## config.mk

```make
export PLATFORM = sky130hd
export DESIGN_NAME = c2_demux
export DESIGN_NICKNAME = d
export VERILOG_FILES = /design/src/rtl/c2_pkg.sv /design/src/rtl/c2_lane.sv /design/src/rtl/c2_demux.sv
export SDC_FILE = /design/constraint.sdc
export NUM_CORES = 1
export LEC_CHECK = 0
export ABC_AREA = 1
export CORE_MARGIN = 10
export CORE_UTILIZATION = 43
export CTS_BUF_LIST = sky130_fd_sc_hd__clkbuf_4
export DETAILED_ROUTE_END_ITERATION = 8
export GPL_ROUTABILITY_DRIVEN = 0
export HOLD_SLACK_MARGIN = 0.08
export PLACE_DENSITY = 0.8
export SETUP_SLACK_MARGIN = 0.1
export SYNTH_ARGS = -nofsm -noshare
export SYNTH_HDL_FRONTEND = slang
export SYNTH_HIERARCHICAL = 1
export SYNTH_SLANG_ARGS = --single-unit
export TNS_END_PERCENT = 10
```

## constraint.sdc

```tcl
create_clock -name clk -period 1.4 [get_ports clk]
set_input_delay 0.28 -clock clk [delete_from_list [all_inputs] [get_ports clk]]
set_output_delay 0.28 -clock clk [all_outputs]
set_load 0.03 [all_outputs]
```

## src/rtl/c2_pkg.sv

```systemverilog
// Shared C2 definitions: lane constants, widths and the select decode.
package c2_pkg;

  localparam int unsigned SIZE      = 5;
  localparam int unsigned NUM_LANES = 4;
  localparam int unsigned COUNT_W   = 8;
  localparam int unsigned SEL_W     = 2;

  typedef logic [SEL_W-1:0] lane_sel_t;

  localparam lane_sel_t LANE_00 = 2'd0;
  localparam lane_sel_t LANE_01 = 2'd1;
  localparam lane_sel_t LANE_10 = 2'd2;
  localparam lane_sel_t LANE_11 = 2'd3;

  typedef enum logic {
    LANE_EMPTY = 1'b0,
    LANE_FULL  = 1'b1
  } lane_state_e;

  typedef struct packed {
    logic [SIZE-1:0] data;
    lane_sel_t       sel;
  } beat_t;

  // Same decode the C2 mux uses, so both ends agree on lane numbering.
  function automatic lane_sel_t c2_sel(input logic a1, input logic b1,
                                       input logic a0, input logic b0);
    return {a1 | b1, a0 & b0};
  endfunction

endpackage

```

## src/rtl/c2_lane.sv

```systemverilog
// One output lane: holding register, EMPTY/FULL state, optional delivery
// counter (C2_DEMUX_COUNT_EN).
module c2_lane
  import c2_pkg::*;
(
  input  logic            clk,
  input  logic            rst,
  input  logic            load_i,
  input  logic [SIZE-1:0] data_i,
  input  logic            ready_i,
  output logic            valid_o,
  output logic [SIZE-1:0] data_o
`ifdef C2_DEMUX_COUNT_EN
  ,
  output logic [COUNT_W-1:0] count_o
`endif
);

  lane_state_e     state_q, state_d;
  logic [SIZE-1:0] data_q,  data_d;

  always_ff @(posedge clk) begin
    if (rst) begin
      state_q <= LANE_EMPTY;
      data_q  <= '0;
    end else begin
      state_q <= state_d;
      data_q  <= data_d;
    end
  end

  // A load while FULL only happens when the consumer drains in the same cycle.
  always_comb begin
    state_d = state_q;
    data_d  = data_q;
    case (state_q)
      LANE_EMPTY: begin
        if (load_i) begin
          state_d = LANE_FULL;
          data_d  = data_i;
        end
      end
      LANE_FULL: begin
        if (load_i) begin
          data_d = data_i;
        end else if (ready_i) begin
          state_d = LANE_EMPTY;
        end
      end
      default: state_d = LANE_EMPTY;
    endcase
  end

  assign valid_o = (state_q == LANE_FULL);
  assign data_o  = data_q;

`ifdef C2_DEMUX_COUNT_EN
  logic [COUNT_W-1:0] count_q, count_d;

  always_ff @(posedge clk) begin
    if (rst) count_q <= '0;
    else     count_q <= count_d;
  end

  always_comb begin
    count_d = count_q;
    if (valid_o && ready_i) count_d = count_q + COUNT_W'(1);
  end

  assign count_o = count_q;
`endif

endmodule

```

## src/rtl/c2_demux.sv

```systemverilog
// Registered 1-to-4 distributor steering words by the C2 select decode.
// Optional per-lane delivery counters via C2_DEMUX_COUNT_EN.
module c2_demux
  import c2_pkg::*;
(
  input  logic                      clk,
  input  logic                      rst,
  input  logic [SIZE-1:0]           in_data,
  input  logic                      in_valid,
  output logic                      in_ready,
  input  logic                      A1,
  input  logic                      B1,
  input  logic                      A0,
  input  logic                      B0,
  output logic [NUM_LANES*SIZE-1:0] out_data,
  output logic [NUM_LANES-1:0]      out_valid,
  input  logic [NUM_LANES-1:0]      out_ready
`ifdef C2_DEMUX_COUNT_EN
  ,
  output logic [NUM_LANES*COUNT_W-1:0] lane_count
`endif
);

  beat_t                beat_c;
  logic                 accept_c;
  logic [NUM_LANES-1:0] load_c;

  assign beat_c.data = in_data;
  assign beat_c.sel  = c2_sel(A1, B1, A0, B0);

  // Ready depends only on the targeted lane, so other lanes never stall.
  assign in_ready = !out_valid[beat_c.sel] || out_ready[beat_c.sel];
  assign accept_c = in_valid && in_ready;

  for (genvar k = 0; k < NUM_LANES; k++) begin : g_lane
    assign load_c[k] = accept_c && (beat_c.sel == lane_sel_t'(k));

    c2_lane u_lane (
      .clk     (clk),
      .rst     (rst),
      .load_i  (load_c[k]),
      .data_i  (beat_c.data),
      .ready_i (out_ready[k]),
      .valid_o (out_valid[k]),
      .data_o  (out_data[k*SIZE +: SIZE])
`ifdef C2_DEMUX_COUNT_EN
      ,
      .count_o (lane_count[k*COUNT_W +: COUNT_W])
`endif
    );
  end

endmodule

```

==> results of run 1 <==
-- state kept, by name, summed over array words and instances (netlist names) --
register,flops
g_lane.u_lane/valid_o,4
g_lane.u_lane/data_o,20
-- layout make-up --
| cell class | instances | area, sq um | share of cell area [%] |
|---|---|---|---|
| Clock inverter | 1 | 3.754 | 0.2406 |
| Timing Repair Buffer | 54 | 409.1 | 26.22 |
| Inverter | 15 | 65.06 | 4.170 |
| Sequential cell | 24 | 485.5 | 31.11 |
| Multi-Input combinational cell | 98 | 539.3 | 34.56 |
| Clock buffer | 3 | 22.52 | 1.443 |
| Tap cell | 28 | 35.03 | 2.245 |
-- per-stage QoR --
stage / total power [W] / utilization [%]
floorplan: 0.0009046 / -
global placement: 0.001070 / 67.82
detailed placement: 0.001078 / 67.82
CTS: 0.001395 / 73.42
global route: 0.001458 / 70.53
finish: 0.001388 / 70.53
-- power by group --
group / switching (W) / internal (W) / total, W
sequential: 0.0000195 / 0.000717 / 0.000737
clock: 0.000210 / 0.000105 / 0.000315
combinational: 0.000210 / 0.000126 / 0.000337
-- layout by cell type (no fill, tap or decap), types with 4 or more instances in the layout --
| cell type | n |
|---|---|
| clkbuf_4 | 4 |
| nor2_4 | 6 |
| clkdlybuf4s15_2 | 4 |
| nor2_1 | 31 |
| buf_2 | 21 |
| dlygate4sd2_1 | 5 |
| buf_6 | 4 |
| inv_1 | 8 |
| dfxtp_2 | 4 |
| buf_4 | 11 |
| dfxtp_1 | 20 |
| a21oi_2 | 4 |
| o21ai_2 | 5 |
| nand2_1 | 22 |
| nor2_2 | 8 |
| o21ai_0 | 13 |
| clkdlybuf4s50_1 | 7 |
-- path summary, 6_finish.rpt --
kind	startpoint	end	slack [ps]
setup / recovery	g_lane[1].u_lane/valid_o	in_ready	-100
hold / removal	out_ready[0]	g_lane[0].u_lane/valid_o	350
setup reg to reg	g_lane[1].u_lane/valid_o	g_lane[0].u_lane/data_o[3]	-60
hold reg to reg	g_lane[0].u_lane/valid_o	g_lane[0].u_lane/valid_o	490
-- cell usage after synthesis, types with 2 or more instances --
cell type	instances
nand2_4	2
inv_2	5
nand2_1	23
dfxtp_1	24
nor2_2	4
nand3_1	3
o21ai_0	20
inv_1	9
a21oi_2	4
nor2_1	40
-- routing by layer --
| metal | vias to the layer above | global-route usage (%) |
|---|---|---|
| li1 | 547 | - |
| met1 | 498 | 17.55 |
| met2 | 41 | 23.02 |
| met3 | 5 | 5.873 |
| met4 | 0 | 6.030 |
| met5 | - | 0 |
-- cell families after synthesis --
| family | after synthesis | synth area share (%) |
|---|---|---|
| compound gates | 24 | 13.65 |
| buf+inv | 15 | 5.815 |
| flops | 24 | 48.55 |
| simple gates | 74 | 31.98 |
-- worst min-delay path: cells and delay by family --
family,cells,cell delay (ps)
and+or+nand+nor,1,70
buffers and inverters,2,250
AOI/OAI and AO/OA,1,50
-- repair_timing --
action	4_1_cts	5_1_grt
pin swaps	16	12
endpoints found under the setup margin	49	43
gates cloned	0	0
resized for setup	117	48
buffers inserted	4	1
==> metrics.md, run 1 <==
| Metric | Value |
|---|---|
| Crit path arrival time | `between 1000 and 1500 ps` |
| CP Class | `flip-flop to output pin` |
| Worst Hold Class | `input port to flip-flop` |
| I/O pin cnt | `41` |
| Critical path depth | `7` |
| Core Region | `around 2200 sq um` |
| Post-Place Cells | `214` |
| Synthesized flop and latch total | `24` |
| Slowest cell on the critical path | `dfxtp_2` |
| Hold path depth | `4` |
| DP Wirelength | `2434 um` |
| Synth warnings | `6` |
| Cell Area, Placed | `roughly 1500 sq um` |
| Mapped Area | `~990 sq um` |
| CTS Buffer Depth | `2` |
| DP Worst Slack | `-575.9 ps` |
| Synth area leader | `dfxtp_1` |
| Clk_lat worst skew | `320 ps` |
| Tcrit/Tclk final | `107.4%` |
| WL met1 | `1358 um` |
| Fin. Hold Viols | `0` |
| Slew at the pin closest to its max-slew limit | `318.1 ps` |
| Share of cells above drive strength 1 | `42.56%` |
| WL/cell | `14.99 um` |
| Final net count | `212` |
| First-pass GRT wire length | `5168 um` |
| Post-synthesis sequential area ratio | `between 40% and 50%` |
| Number of flops mapped to enable cells by yosys | `0` |
| Met2 WL | `1609 um` |
| Synth cell types | `13` |
| PortBufs | `40` |
| Critical-path maximum fanout | `2` |
| First-pass DRT Iterations | `4` |
| Total GRT Usage | `between 10 and 15%` |
| Design Area, Final | `roughly 1600 sq um` |
| CTS tree | `done` |
| Net Count, Synth | `between 150 and 200` |
| Buffers & Inverters on Critical Path | `2` |
| Ys async rst share | `0%` |
| Vias in the first global route | `1058` |
| Failing checks | `negative setup slack` |
| Syn_area_per_cell | `7.224 sq um` |
| Layout Cells excl Fill | `between 200 and 250` |
| Clock root cell | `clkbuf_4` |
| H-tree levels | `1` |
| Vias | `1091` |
| RSZ-0062 raised after global routing | `yes` |
| Row count | `17` |
| Post-route setup TNS | `-448.8 ps` |
| Final min period | `1504 ps` |
| Grt ovf | `0` |
| Syn Inst Count | `137` |
| Startpoint Class | `flip-flop` |
| Antenna Nets Post-Route | `0` |
| Leak | `0.7645 nW` |
| Synth Flop Type | `dfxtp_1` |
| Ant. Diodes | `0` |
| Starting density of the core | `44.74%` |
| CP max stage delay | `360 ps` |
| Final number of max-transition violations | `0` |
| Fill cells | `about 220` |
| Fmax achieved | `about 660 MHz` |
| Final setup violation count | `21` |
| Worst path cell trace | `nand3_2, nand2_1, nand2_1, nand2_2, nand2_4, buf_6, buf_6` |
| Max Used Layer | `met4` |
| Pin count of the biggest net entering global routing | `14` |
| Worst Path Required | `between 1000 and 1500 ps` |
| Met3 WL | `322 um` |
| Power Dens Cells | `889.4 nW/um^2` |
| Residual DRC | `0` |
| Initial antenna violation count | `0` |
| Top area cells in the synthesized netlist | `dfxtp_1, nor2_1, o21ai_0` |
| Num Clock Sinks | `24` |
| Worst vdd ir | `0.7282 mV` |
| Final Skew | `3.399 ps` |
| Detailed Route WL | `about 3300 um` |
| Die width | `67.98 um` |
| Worst-path clk slew | `between 100 and 150 ps` |
| Hold_buf cts | `0` |
| First DRT Iteration DRCs | `44` |
| Final WS setup | `-104.0 ps` |
| DR vias/cell | `approximately 4.9` |
| Die Ht | `between 60 and 70 um` |
| Top cell type's share of synthesized area | `48.55%` |
| WHS | `approximately 350 ps` |
| P&R area growth vs syn | `57.65%` |
| Critical path's top delay family | `flip-flops` |
| Cts bufs inserted | `3` |
| Max-cap violations | `0` |
| Slew headroom | `78.73%` |
| Outcome | `finished, violations left` |
| R2R cell count | `12` |
| Full die area | `approximately 4600 sq um` |
| Endpoint class of the critical path | `output pin` |
Power figures use the tool's default switching activity.
==> run 2: changes to the inputs <==
--- a/config.mk
+++ b/config.mk
@@ -5,15 +5,13 @@
 export SDC_FILE = /design/constraint.sdc
 export NUM_CORES = 1
 export LEC_CHECK = 0
-export ABC_AREA = 1
 export CORE_MARGIN = 10
 export CORE_UTILIZATION = 43
 export CTS_BUF_LIST = sky130_fd_sc_hd__clkbuf_4
 export DETAILED_ROUTE_END_ITERATION = 8
 export GPL_ROUTABILITY_DRIVEN = 0
 export HOLD_SLACK_MARGIN = 0.08
-export PLACE_DENSITY = 0.8
-export SETUP_SLACK_MARGIN = 0.1
+export PLACE_DENSITY = 0.81
 export SYNTH_ARGS = -nofsm -noshare
 export SYNTH_HDL_FRONTEND = slang
 export SYNTH_HIERARCHICAL = 1
==> run 2 against run 1 <==
  * The run still ends with negative setup slack left
  * Core utilization down 2.5 points
  * Clock skew about the same
  * Non-clock buffer count down 4
  * Critical endpoint unchanged
==> metrics.md, run 2 <==
| Metric | Value |
|---|---|
| Outcome | `finished, violations left` |
| Failing checks | `negative setup slack` |
| DP Wirelength | `2009 um (-17%)` |
| P&R area growth vs syn | `53.05%` |
| Final WS setup | `-249.0 ps (-145.0 ps)` |
| Layout Cells excl Fill | `171 (-23%)` |
| Critical-path maximum fanout | `3 (+1)` |
| WL/cell | `15.09 um (+0.68%)` |
| Initial antenna violation count | `0 (unchanged)` |
| Synth area leader | `dfxtp_1` |
| Final Skew | `3.640 ps (+0.2404 ps)` |
| CP Class | `input port to output pin` |
| Worst Path Required | `1120 ps (about the same)` |
| Synthesized flop and latch total | `24 (unchanged)` |
| Share of cells above drive strength 1 | `23.08% (-19 points)` |
| Largest family of logic cells by synthesized area | `multiplexers` |
| Synth Area in Compound Gates | `2.594% (-11 points)` |
| Slew at the pin closest to its max-slew limit | `325.2 ps (+7.168 ps)` |
| Syn_area_per_cell | `10.37 sq um (+44%)` |
| Total GRT Usage | `11.51% (-3.2 points)` |
| Core Region | `2170 sq um (-1.9%)` |
| Fmax achieved | `606.4 MHz (-8.8%)` |
| Tot Pwr | `0.001246 W (-10%)` |
| CTS Buffer Depth | `2 (unchanged)` |
| Max-cap violations | `0 (unchanged)` |
| Clock root cell | `clkbuf_4` |
| Simple-Gate Fraction of Synth Area | `18.29% (-14 points)` |
| Residual DRC | `0 (unchanged)` |
| Synth cell count leaders | `dfxtp_1, nor2_1, mux2i_1, nand2b_1` |
| Worst Hold Class | `input port to flip-flop` |
| Clk_lat worst skew | `300 ps (-20 ps)` |
| Core Util, Final | `68.05% (-2.5 points)` |
| Grt ovf | `0 (unchanged)` |
| Row count | `17 (unchanged)` |
| Post-synthesis sequential area ratio | `49.81% (+1.3 points)` |
| Number of flops mapped to enable cells by yosys | `0 (unchanged)` |
| Crit path arrival time | `1370 ps (+150 ps)` |
| Top area cells in the synthesized netlist | `dfxtp_1, mux2i_1, nor2_1` |
| Post-Place Cells | `166 (-22%)` |
| Die width | `67.37 um (-0.90%)` |
| Synth cell types | `15 (+2)` |
| RSZ-0062 raised after global routing | `yes` |
| Final number of max-transition violations | `0 (unchanged)` |
| Net Count, Synth | `109 (-29%)` |
| DR vias/cell | `4.784 (-2.2%)` |
| First DRT Iteration DRCs | `24 (-45%)` |
| Die Ht | `67.37 um (-0.90%)` |
| Synth Flop Type | `dfxtp_1` |
| Syn Inst Count | `93 (-32%)` |
| CTS tree | `done` |
| Endpoint class of the critical path | `output pin` |
| Pin count of the biggest net entering global routing | `25 (+11)` |
| Mux cell area share after synthesis | `23.09% (+23 points)` |
| Final min period | `1649 ps (+145.0 ps)` |
| Leak | `0.6662 nW (-13%)` |
| Most instantiated library cell after synthesis | `dfxtp_1` |
| Post-Synth XOR/XNOR Area | `0% (unchanged)` |
| Detailed Route WL | `2580 um (-23%)` |
| Multi-input gate area | `461.7 sq um (-14%)` |
| Slew headroom | `78.40% (-0.33 points)` |
| Cts bufs inserted | `3 (unchanged)` |
| Vias in the first global route | `866 (-18%)` |
| Ant. Diodes | `0 (unchanged)` |
| Antenna Nets Post-Route | `0 (unchanged)` |
| Fill cells | `187 (-13%)` |
| Worst vdd ir | `0.7921 mV (+8.8%)` |
| Post-route setup TNS | `-249.0 ps (+199.9 ps)` |
| Synth warnings | `6 (unchanged)` |
| Final net count | `160 (-25%)` |
| PortBufs | `40 (unchanged)` |
| Worst-path clk slew | `120 ps (about the same)` |
| Starting density of the core | `44.46% (-0.28 points)` |
| Adder-cell area share of the yosys netlist | `0% (unchanged)` |
| Max reg flops | `20 (unchanged)` |
| Power Dens Cells | `844.1 nW/um^2 (-5.1%)` |
| Fin. Hold Viols | `0 (unchanged)` |
| First-pass DRT Iterations | `4 (unchanged)` |
| First-pass GRT wire length | `4071 um (-21%)` |
| Top cell type's share of synthesized area | `49.81% (+1.3 points)` |
| Final setup violation count | `1 (-95%)` |
| Seq. cell area | `485.5 sq um (unchanged)` |
| Mapped Area | `964.7 sq um (-2.5%)` |
| Num Clock Sinks | `24 (unchanged)` |
| Ys async rst share | `0% (unchanged)` |
| H-tree levels | `1 (unchanged)` |
| Tcrit/Tclk final | `117.8% (+10 points)` |
| Startpoint Class | `input port` |
| Full die area | `4538 sq um (-1.8%)` |
| Vias | `818 (-25%)` |
| I/O pin cnt | `41 (unchanged)` |
| Most frequent cells in the layout | `mux2i_1, nor2_1, dfxtp_1, dlygate4sd2_1, buf_4` |
run 2: changes by cell type after synthesis, moves of 5 or more:
cell / before / now
inv_1: 9 / 4
inv_2: 5 / 0
mux2i_1: 0 / 20
nand2_1: 23 / 0
nand2b_1: 0 / 8
nor2_1: 40 / 21
o21ai_0: 20 / 1
run 2: path summary, 6_finish.rpt:
path	from	end	slack, ps	depth (start not counted)
setup / recovery	B1	in_ready	-250	4
hold / removal	out_ready[1]	g_lane[1].u_lane/valid_o	370	3
setup reg to reg	g_lane[2].u_lane/valid_o	g_lane[2].u_lane/data_o[2]	210	5
hold reg to reg	g_lane[2].u_lane/data_o[3]	g_lane[2].u_lane/data_o[3]	500	2
run 2: metal layers:
metal  share of wire [%]  global-route usage, %  routed length [um]  vias to the layer above
li1                    -                      -                   -                      408
met1                  40                  12.54                1030                      376
met2                  48                  19.31                1229                       32
met3                  12                  5.455                 306                        2
met4                0.54                  3.846                  14                        0
met5                   0                      0                   0                        -
run 2: layout make-up:
| type | instances | area share [%] |
|---|---|---|
| multi-input cells | 61 | 31.27 |
| inverters | 4 | 1.017 |
| repair buffers | 50 | 30.68 |
| flip-flops and latches | 24 | 32.88 |
| clock inverters | 1 | 0.2542 |
| clock buffers | 3 | 1.525 |
| well taps | 28 | 2.373 |
run 2: cells by family (layout without fill, tap and decap cells):
group | count (synthesis) | count (layout)
and+or+nand+nor | 35 | 35
AOI/OAI and AO/OA | 5 | 5
muxes | 21 | 21
buffers and inverters | 8 | 58
DFF | 24 | 24
run 2: through the flow:
step	hold slack (ps)	worst slack [ps]	cell area, sq um
floorplan	341.7	56.47	969.7
global placement	471.8	-784.5	1440
detailed placement	486.0	-816.9	1440
CTS	358.4	-247.8	1473
global route	381.5	-278.4	1476
finish	368.3	-249.0	1476
run 2: timing repair:
action / in CTS / in global routing
endpoints found under the setup margin: 30 / 21
hold endpoints to repair: 0 / 0
setup buffers: 0 / 1
gates resized for setup: 50 / 15
pin swaps: 1 / 1
hold buffers: 0 / 0
run 2: critical path, stage by stage:
cell and delay, ps:
clkdlybuf4s50_1 450, nor2_2 160, mux4_2 320, buf_6 160
run 2: power breakdown:
part           internal, W  switching (W)
Clock             0.000104       0.000188
Sequential        0.000707      0.0000134
Combinational     0.000111       0.000123
Total             0.000922       0.000324
